### config.mk
export PLATFORM = sky130hd
export DESIGN_NAME = fifo_wr_arbiter
export DESIGN_NICKNAME = d
export VERILOG_FILES = /design/src/rtl/inflate_pkg.sv /design/src/rtl/rr_pick.sv /design/src/rtl/fifo_wr_arbiter.sv
export SDC_FILE = /design/constraint.sdc
export NUM_CORES = 1
export LEC_CHECK = 0
export CORE_UTILIZATION = 28
export CTS_CLUSTER_DIAMETER = 30
export DETAILED_ROUTE_END_ITERATION = 8
export PLACE_DENSITY_LB_ADDON = 0.1
export SLEW_MARGIN = 25
export SYNTH_ARGS = -nofsm -noshare
export SYNTH_HDL_FRONTEND = slang
export SYNTH_HIERARCHICAL = 1
export SYNTH_SLANG_ARGS = --single-unit
### constraint.sdc
create_clock -name clk -period 1.95 [get_ports clk]
set_input_delay 0.39 -clock clk [delete_from_list [all_inputs] [get_ports clk]]
set_output_delay 0.39 -clock clk [all_outputs]
set_load 0.02 [all_outputs]
### src/rtl/inflate_pkg.sv
// inflate_pkg: shared state encodings and width helper for the inflate core.
package inflate_pkg;
  typedef enum logic [1:0] {IDLE = 2'd0, LOCKED = 2'd1, FLUSH = 2'd2} state_t;
  function automatic int clog2(input int n);
    int r;
    r = 0;
    while ((1 << r) < n) r++;
    return (r < 1) ? 1 : r;
  endfunction
endpackage

### src/rtl/rr_pick.sv
// rr_pick: rotate-priority encoder, first set mask bit scanning from ptr upward modulo N.
module rr_pick #(
  parameter int N   = 2,
  parameter int IDW = 1
) (
  input  logic [N-1:0]   mask,
  input  logic [IDW-1:0] ptr,
  output logic           found,
  output logic [IDW-1:0] index
);
  always_comb begin
    found = 1'b0;
    index = '0;
    for (int k = N - 1; k >= 0; k--) begin
      if (mask[(int'(ptr) + k) % N]) begin
        found = 1'b1;
        index = IDW'((int'(ptr) + k) % N);
      end
    end
  end
endmodule

### src/rtl/fifo_wr_arbiter.sv
// fifo_wr_arbiter: packet-aware round-robin arbiter for the FIFO write port,
// also sequencing a one-cycle FIFO flush.
module fifo_wr_arbiter
  import inflate_pkg::*;
#(
  parameter int N     = 2,
  parameter int WIDTH = 8,
  parameter int IDW   = clog2(N)
) (
  input  logic             clk,
  input  logic             rst_n,
  input  logic [N-1:0]     req_valid,
  input  logic [N*WIDTH-1:0] req_data,
  input  logic [N-1:0]     req_last,
  output logic [N-1:0]     req_ready,
  output logic             fifo_winc,
  output logic [WIDTH-1:0] fifo_wdata,
  input  logic             fifo_wfull,
  output logic             fifo_flush,
  input  logic             flush_req,
  output logic             flush_ack,
  output logic [IDW-1:0]   grant_id,
  output logic             busy
);
  state_t state, state_n;
  logic [IDW-1:0] rr_ptr, rr_ptr_n, lock_id, lock_id_n, cand, ptr, cand_inc;
  logic [N-1:0] mask;
  logic found, ready;
  // While locked, only the lock holder may be picked, and only when it is valid.
  assign mask = (state == LOCKED) ? (req_valid & (N'(1) << lock_id)) : req_valid;
  assign ptr  = (state == LOCKED) ? lock_id : rr_ptr;
  rr_pick #(.N(N), .IDW(IDW)) u_pick (
    .mask  (mask),
    .ptr   (ptr),
    .found (found),
    .index (cand)
  );
  // Outputs are gated by rst_n so nothing leaks to the FIFO during a reset cycle.
  assign ready      = rst_n & found & !fifo_wfull & !flush_req & (state != FLUSH);
  assign req_ready  = ready ? (N'(1) << cand) : '0;
  assign fifo_winc  = ready;
  assign fifo_wdata = ready ? req_data[cand*WIDTH +: WIDTH] : '0;
  assign grant_id   = ready ? cand : '0;
  assign fifo_flush = rst_n & (state == FLUSH);
  assign flush_ack  = fifo_flush;
  assign busy       = rst_n & (state == LOCKED);
  assign cand_inc   = (cand == IDW'(N - 1)) ? '0 : cand + 1'b1;
  always_comb begin
    state_n   = state;
    rr_ptr_n  = rr_ptr;
    lock_id_n = lock_id;
    if (state == FLUSH) begin
      state_n   = IDLE;
      rr_ptr_n  = '0;
      lock_id_n = '0;
    end else if (flush_req) begin
      state_n = FLUSH;
    end else if (ready) begin
      state_n   = req_last[cand] ? IDLE : LOCKED;
      rr_ptr_n  = req_last[cand] ? cand_inc : rr_ptr;
      lock_id_n = req_last[cand] ? lock_id : cand;
    end
  end
  always_ff @(posedge clk) begin
    if (!rst_n) begin
      state   <= IDLE;
      rr_ptr  <= '0;
      lock_id <= '0;
    end else begin
      state   <= state_n;
      rr_ptr  <= rr_ptr_n;
      lock_id <= lock_id_n;
    end
  end
endmodule
# ---- Word level (Yosys, flattened, before mapping)
# Cells that the tools add are included.
dict set report op_classes {
  n_lt_le_gt_ge 3
  n_eq_ne 3
  addsub 2
  n_reduce_logical 7
  shift 3
  muxes 20
  bitwise_logic 11
}
# cell n
set op_table {}
lappend op_table {{$shiftx 16x5->8} 1}
lappend op_table {{$mux 1} 15}
lappend op_table {{$mux 2} 4}
lappend op_table {{$mux 8} 1}
lappend op_table {{$and 1x1->1} 6}
lappend op_table {{$reduce_and 3->1} 2}
lappend op_table {{$lt 1x2->1 const B} 2}
lappend op_table {{$shl 1x1->2 const A} 2}
lappend op_table {{$lt 2x3->1 const B} 1}
lappend op_table {{$not 1->1} 3}
lappend op_table {{$reduce_or 3->1} 1}
lappend op_table {{$add 1x1->1 const B} 2}
lappend op_table {{$and 2x2->2} 1}
lappend op_table {{$eq 2x1->1 const B} 1}
lappend op_table {{$eq 2x2->1 const B} 1}
lappend op_table {{$logic_not 1->1} 2}
lappend op_table {{$ne 2x2->1 const B} 1}
lappend op_table {{$reduce_bool 2->1} 1}
lappend op_table {{$reduce_or 2->1} 1}
lappend op_table {{$and 1x1->1 const A} 1}
dict set report word_totals {
  reg_bits 4
  in_bits 24
  wordCells 53
  out_inout_bits 15
}

# ---- Logic depth before layout (Yosys ltp)
# Gate-level depths: netlist (run 1).
dict set report logic_depth {
  depth_word 15
  ltp_mapped 8
  ltp_nobuf 7
}

# ---- Hierarchy
# Netlist (run 1), hierarchy kept.
# module cells_each area_each_um2 seq_area_each_um2 n_inst
set by_module_without_submodules {}
lappend by_module_without_submodules {fifo_wr_arbiter 60 440.4 80.1 1}
lappend by_module_without_submodules {rr_pick 3 17.5 0.0 1}

# ---- Worst setup path before layout (run 1)
# OpenSTA, ideal clock, no wires.
dict set report synth_path {
  path_type {flip-flop to output port}
  start {reg state[0]}
  end {out req_ready[1]}
  setup_slack_ns -0.250
  n_path_buf 2
  path_stages_with_launch 9
  arrival_ns 1.810
  required_time_ns 1.560
  path_cell_list {dfxtp_1 nor2b_1 a21boi_0 or2_1 nor3b_2 nand3_1 buf_2 nor2_1 buf_4}
}
dict set report synth_via {
  elab_cells_between_ends 20
  classes_between {1 x add/sub; 2 x eq/ne; 1 x shift; 12 x mux; 4 x bitwise}
}
# element line
set synth_rtl {}
lappend synth_rtl {{from (decl)} fifo_wr_arbiter.sv:25} ;# state_t state, state_n;
lappend synth_rtl {{from (signal assigned)} fifo_wr_arbiter.sv:70} ;# state <= state_n;
lappend synth_rtl {{$eq 2x1->1 (*)} fifo_wr_arbiter.sv:30} ;# assign mask = (state == LOCKED) ? (req_valid & (N'(1) << lock_id)) : req_valid;
lappend synth_rtl {{$mux 2 (*)} fifo_wr_arbiter.sv:30}
lappend synth_rtl {{named net mask[0]} fifo_wr_arbiter.sv:27} ;# logic [N-1:0] mask;
lappend synth_rtl {{$mux 1 (not written as such) (3 in series)} rr_pick.sv:15} ;# if (mask[(int'(ptr) + k) % N]) begin
lappend synth_rtl {{$mux 1} rr_pick.sv:15}
lappend synth_rtl {{$mux 1 (*)} rr_pick.sv:15}
lappend synth_rtl {{named net found} fifo_wr_arbiter.sv:28} ;# logic found, ready;
lappend synth_rtl {{$and 1x1->1 (*) (4 in series)} fifo_wr_arbiter.sv:39} ;# assign ready = rst_n & found & !fifo_wfull & !flush_req & (state != FLUSH);
lappend synth_rtl {{$mux 2 (*)} fifo_wr_arbiter.sv:40} ;# assign req_ready = ready ? (N'(1) << cand) : '0;
lappend synth_rtl {{to (decl)} fifo_wr_arbiter.sv:15} ;# output logic [N-1:0] req_ready,
# The timed path passes the listed nets; every way through them passes the cells marked *. The select of a mux whose other input is x is not followed.

# ---- Worst setup path after layout (run 1)
dict set report layout_path {
  start {reg state[0]}
  end {out fifo_wdata[0]}
}
dict set report layout_via {
  elab_cells_between_ends 20
  classes_between {1 x add/sub; 2 x eq/ne; 1 x shift; 12 x mux; 4 x bitwise}
}
# element line
set layout_rtl {}
lappend layout_rtl {{$eq 2x1->1 (*)} fifo_wr_arbiter.sv:31} ;# assign ptr = (state == LOCKED) ? lock_id : rr_ptr;
lappend layout_rtl {{$mux 1 (*)} fifo_wr_arbiter.sv:31}
lappend layout_rtl {{named net ptr} fifo_wr_arbiter.sv:26} ;# logic [IDW-1:0] rr_ptr, rr_ptr_n, lock_id, lock_id_n, cand, ptr, cand_inc;
lappend layout_rtl {{$add 1x1->1} {rr_pick.sv:15, rr_pick.sv:17}}
lappend layout_rtl {{$mux 1 (not written as such) (3 in series)} rr_pick.sv:15}
lappend layout_rtl {{$mux 1} rr_pick.sv:15}
lappend layout_rtl {{$mux 1 (*)} rr_pick.sv:15}
lappend layout_rtl {{named net cand} fifo_wr_arbiter.sv:26}
lappend layout_rtl {{$shiftx 16x5->8 (*)} fifo_wr_arbiter.sv:42} ;# assign fifo_wdata = ready ? req_data[cand*WIDTH +: WIDTH] : '0;
lappend layout_rtl {{$mux 8 (*)} fifo_wr_arbiter.sv:42}
lappend layout_rtl {{to (decl)} fifo_wr_arbiter.sv:17} ;# output logic [WIDTH-1:0] fifo_wdata,
# Marked as above.

==> flow_summary.yaml, run 1 <==
power_and_ir_drop:
  power_density_nw_per_um2: 340
  power_frac_comb: 0.551
  leakage_nw: 0.502
  p_sw_frac: 0.314
  switchingPower_uw: 132
  p_clk_frac: 0.239
  peakVddDrop_uv: 387
  power_frac_seq: 0.211
  p_int_uw: 289
  power_uw: 421
placement:
  place.port_buffers: 38
  place_hpwl_um: 1080
  post-place-ws_ns: -0.908
  place_area_um2: 943
  dp.cells: 126
  place_congestion: 0.818
global_routing:
  antenna_found_initial: 0
  grt_use_total: 0.228
  grt_max_degree: 9
  grt-ovfl-total: 0
  grt_pass1_vias: 678
  grt_pass1_wl_um: 3040
route:
  num_vias: 667
  drtPass1Iterations: 5
  ant_nets: 0
  drt_wl_total_um: 1920
  avgRoutedWirePerCell_um: 14.0
  drt_iter0_drc: 6
  detail_route.vias_per_cell: 4.87
  drcViolationCount: 2
cells_and_area:
  drive_gt1_frac: 0.595
  multiInputGateArea_um2: 512
  fin_area_um2: 1240
  nFillCells: 105
  fin_cells: 137
  synthToLayoutAreaGrowth_pct: 170
  seq_area_um2: 81.3
  nets: 147
  fin_util: 0.813
  antenna_cells: 0
worst_setup_path:
  critPathKind: "reg -> out"
  end_kind: "output pin"
  cp.arrival_ns: 1.77
  cp.required_ns: 1.56
  setup.worst_path.start_class: "register"
  critPathMaxFanout: 6
timing:
  tightest_slew_ns: 0.182
  drv_slew: 0
  slew_headroom: 0.875
  hold_violations: 0
  max_freq_mhz: 463
  finalCriticalPeriod_ns: 2.16
  worst_slack_ns: -0.212
  finClkSkew_ns: 0.000570
  rsz0062_at_grt: "yes"
  min_period_over_period: 1.11
  setup_viol: 12
yosys:
  ys_warn_count: 6
  syn_area_per_cell_um2: 7.27
  synth_edf_count: 0
  ys_ff_latch: 4
  synth_top_area_frac: 0.175
  synth.distinct_cells: 24
  synth_area_leader_cell: "dfxtp_1"
  synth_nets: 87
  synth_flop_cell: "dfxtp_1"
  syn_area_um2: 458
  synthCells: 63
  yosysSeqAreaShare: 0.175
  synth_most_common_cell: "nor2_1"
  synthTopCellsByArea: "dfxtp_1 (17%), mux2i_1 (17%), nor2_1 (11%)"
  async_flop_share: 0
  synth_common_cells: "nor2_1 (13), mux2i_1 (8), inv_1 (6)"
floorplan:
  die_h_um: 42.4
  start_util: 0.300
  io_pins: 39
  row_count: 14
  core_area_um2: 1520
  die_area_um2: 1800
  chipWidth_um: 42.4
status:
  status: "finished with violations"
  violations: "DRC, setup timing"
clock_network:
  postCtsHoldBufs: 0
  clk_pin_slew_ns: 0.03
  root_buffer: "clkbuf_4"
  clockBufferDepth: 2
  clk_latency_ns: 0.23
  htreeDepth: 1
  cts_tree: "yes"
  cts_buffers: 3
  cts.sinks: 4
worst_hold_path:
  holdCritPathClass: "reg -> reg"
job:
  drv_cap: 0
## what timing repair did
action	4_1_cts	5_1_grt
setup endpoints to repair	16	15
gates resized for setup	117	17
setup buffers	4	2
pin swaps	6	6
gates cloned	2	0
## cell type report
type,count,area share
clock buffer,3,0.0182
inverter,6,0.0202
multi-input combinational,47,0.413
sequential,4,0.0657
tap,16,0.0162
timing repair buffer,61,0.467
## worst max-delay path, stage by stage (launching register included)
cell      delay (ns)
dfxtp_2         0.32
nor2b_4         0.20
mux2_4          0.18
inv_2           0.04
a21boi_4        0.20
buf_12          0.17
mux2i_4         0.25
nor2_4          0.04
buf_6           0.12
## final timing paths
path | from | end | slack, ns | depth (start not counted)
worst max-delay path | state[0]$_SDFFE_PP0P_ | fifo_wdata[0] | -0.21 | 8
worst min-delay path | state[0]$_SDFFE_PP0P_ | state[0]$_SDFFE_PP0P_ | 0.64 | 3
worst max register to register | state[0]$_SDFFE_PP0P_ | state[0]$_SDFFE_PP0P_ | 0.08 | 9
worst min register to register | state[0]$_SDFFE_PP0P_ | state[0]$_SDFFE_PP0P_ | 0.64 | 3
## flip-flops by register name (all words and copies together), names as in the netlist
| register | count |
|---|---|
| lock_id | 1 |
| state | 2 |
| rr_ptr | 1 |
## kinds of logic (layout without fill, tap and decap cells)
family	count (synthesis)	in the layout	share of synthesized area
AO/OA/AOI/OAI	10	10	0.175
multiplexers	9	9	0.199
buffers and inverters	12	70	0.131
AND/OR/NAND/NOR	28	28	0.320
flip-flops	4	4	0.175
## cell usage in the layout, fill, tap and decap left out, types with 2 or more instances in the layout
cell type and instances:
buf_6 13, dfxtp_1 3, a21boi_2 2, nor2_1 3, clkdlybuf4s50_1 21, mux2i_4 6
nand2_1 2, buf_4 20, nand2b_1 2, dlygate4sd2_1 3, nand4_1 3, nor2_2 3
inv_1 4, nor2_4 7, clkbuf_4 3, clkbuf_2 2, o2111ai_2 2
## power groups by stage
stage	registers (mW)	logic (mW)	clock network, mW
after floorplan	0.0895	0.0665	0
after global placement	0.0888	0.154	0
after detailed placement	0.0890	0.155	0
after CTS	0.0888	0.206	0.103
after global routing	0.0890	0.246	0.111
final	0.0888	0.232	0.101
## per-layer routing
layer  vias up  track usage  part of all wire
met4         0       0.0188                 0
met5         -            0                 0
met1       315        0.253              0.42
met3         0       0.0991             0.045
met2        16        0.415              0.54
li1        336            -                 -
## stage by stage
stage / TNS [ns] / hold slack [ns]
after floorplan: -0.388 / 0.456
after global placement: -11.47 / 0.569
after detailed placement: -11.90 / 0.577
after CTS: -2.02 / 0.610
after global routing: -3.28 / 0.652
final: -2.18 / 0.640
No activity file was read; power rests on OpenSTA's default activity.
==> inputs of run 2 (changes only) <==
Settings changed: SLEW_MARGIN 25 to 40.
==> results of run 2 <==
Final layout, timing and power as in run 1 (identical DEF).
==> inputs of run 3 (changes only) <==
Settings changed: CORE_MARGIN set to 2.
==> run 3 against run 2 <==
  * Combinational power shrank 14%
  * Routed wire length shrank 12%
  * Sequential power is essentially flat
  * Global-route usage shrank 4.5 points
  * Hold slack lost 0.024 ns
  * The run ends with setup timing left
  * Via count shrank 2.4%
  * Flip-flop and latch count is the same
  * Critical path type unchanged
  * Final cell count is the same
  * Highest routed layer is now met4
  * Sequential share of layout area grew 0.56 points
  * Maximum frequency grew 1.1%
  * Largest power group unchanged
==> flow_summary.yaml, run 3 (synthesized netlist as in run 1, its figures left out) <==
timing:
  fin_setup_tns_ns: -1.70
  finalCriticalPeriod_ns: 2.14
  rsz0062_at_grt: "yes"
  finClkSkew_ns: 0.0000810
  max_freq_mhz: 468
  slew_headroom: 0.853
  drv_slew: 0
  min_period_over_period: 1.10
  worst_slack_ns: -0.189
  hold_violations: 0
  tightest_slew_ns: 0.220
  setup_viol: 12
cells_and_area:
  biggestRegsByFlops: "state (2), lock_id (1), rr_ptr (1)"
  drive_gt1_frac: 0.529
  fin_util: 0.749
  layout_common_cells: "clkdlybuf4s50_1 (21), buf_4 (21), buf_6 (14)"
  nets: 147
  antenna_cells: 0
  largest_reg_flops: 2
  top_register: "state"
  fin_area_um2: 1140
  synthToLayoutAreaGrowth_pct: 149
worst_setup_path:
  crit_start: "state[0]$_SDFFE_PP0P_"
  critPathKind: "reg -> out"
  end_kind: "output pin"
  reg2reg_depth: 9
  r2r-end: "state[0]$_SDFFE_PP0P_"
  critPathMaxFanout: 6
  setup.worst_path.start_class: "register"
  r2r_slack_ns: 0.14
  cp.required_ns: 1.56
  rr_startpoint: "state[0]$_SDFFE_PP0P_"
  endpoint: "fifo_wdata[5]"
  cp.arrival_ns: 1.75
floorplan:
  row_count: 14
  chipWidth_um: 44.4
  die_h_um: 44.4
  core_area_um2: 1520
  start_util: 0.300
  die_area_um2: 1970
  io_pins: 39
route:
  met1_length_um: 647
  drt_iter0_drc: 5
  ant_nets: 0
  drt_wl_total_um: 1700
  detail_route.vias_per_cell: 4.75
  top_layer_used: "met4"
  met3_wirelength_um: 91
  drcViolationCount: 0
  avgRoutedWirePerCell_um: 12.4
  drtPass1Iterations: 3
  num_vias: 651
  wl_met2_um: 954
power_and_ir_drop:
  power_frac_seq: 0.228
  p_clk_frac: 0.258
  peakVddDrop_uv: 329
  power_density_nw_per_um2: 340
  p_sw_frac: 0.297
  power_frac_comb: 0.513
  switchingPower_uw: 115
  leakage_nw: 0.495
  p_int_uw: 273
global_routing:
  grt_pass1_wl_um: 2650
  antenna_found_initial: 0
  grt_use_total: 0.183
  grt_pass1_vias: 622
  grt-ovfl-total: 0
  grt_max_degree: 9
worst_hold_path:
  holdCritPathClass: "reg -> reg"
placement:
  place.port_buffers: 38
  place_hpwl_um: 1150
  place_area_um2: 951
  place_congestion: 0.753
status:
  violations: "setup timing"
  status: "finished with violations"
clock_network:
  clk_latency_ns: 0.23
  root_buffer: "clkbuf_4"
  cts.sinks: 4
  cts_buffers: 3
  htreeDepth: 1
  postCtsHoldBufs: 0
  cts_tree: "yes"
  clk_pin_slew_ns: 0.03
  clockBufferDepth: 2
job:
  drv_cap: 0
==> run 3: worst min-delay path by stage <==
stage                               start                     to  slack, ns  cells after the start
global placement    state[1]$_SDFFE_PP0P_  state[1]$_SDFFE_PP0P_       0.57                      3
floorplan           state[0]$_SDFFE_PP0P_  state[0]$_SDFFE_PP0P_       0.46                      2
global route        state[0]$_SDFFE_PP0P_  state[0]$_SDFFE_PP0P_       0.65                      3
finish              state[0]$_SDFFE_PP0P_  state[0]$_SDFFE_PP0P_       0.62                      3
CTS                 state[0]$_SDFFE_PP0P_  state[0]$_SDFFE_PP0P_       0.60                      3
detailed placement  state[1]$_SDFFE_PP0P_  state[1]$_SDFFE_PP0P_       0.59                      3
==> run 3: power groups by stage <==
stage | sequential [mW] | combinational (mW) | clock [mW]
3_3_place_gp | 0.0888 | 0.156 | 0
5_1_grt | 0.0889 | 0.212 | 0.115
4_1_cts | 0.0886 | 0.180 | 0.106
6_report | 0.0885 | 0.199 | 0.100
2_1_floorplan | 0.0895 | 0.0665 | 0
3_5_place_dp | 0.0889 | 0.157 | 0
==> run 3: worst max-delay path: stages, from the launching register on <==
cell and delay (ns):
dfxtp_2 0.31, nor2b_4 0.19, a21boi_2 0.08, buf_4 0.14, a21boi_4 0.17, buf_6 0.18, mux2i_1 0.22, nor2_1 0.06
buf_4 0.16
==> run 3: layer usage <==
| metal | vias up | GRT usage |
|---|---|---|
| li1 | 335 | - |
| met1 | 298 | 0.210 |
| met4 | 0 | 0.0364 |
| met2 | 16 | 0.318 |
| met3 | 2 | 0.0776 |
| met5 | - | 0 |
==> run 3: layout make-up <==
type                    instances  area, um2
clock buffers                   3       22.5
fillers                       119        383
inverters                       6       22.5
multi-input cells              47        433
flip-flops and latches          4       81.3
well taps                      16       20.0
repair buffers                 61        562
==> run 3: repair_timing <==
action                     in CTS  in global routing
setup endpoints to repair      16                 15
buffers inserted                3                  2
gates cloned                    2                  0
pin swaps                       1                  6
gates resized for setup        98                 16
==> run 3: per-stage QoR <==
step	std cells	power, mW	setup slack (ns)	hold WS (ns)
3_3_place_gp	127	0.244	-0.882	0.570
3_5_place_dp	127	0.245	-0.960	0.591
6_report	137	0.388	-0.189	0.616
5_1_grt	137	0.416	-0.303	0.651
2_1_floorplan	63	0.156	-0.0464	0.456
4_1_cts	135	0.375	-0.202	0.604
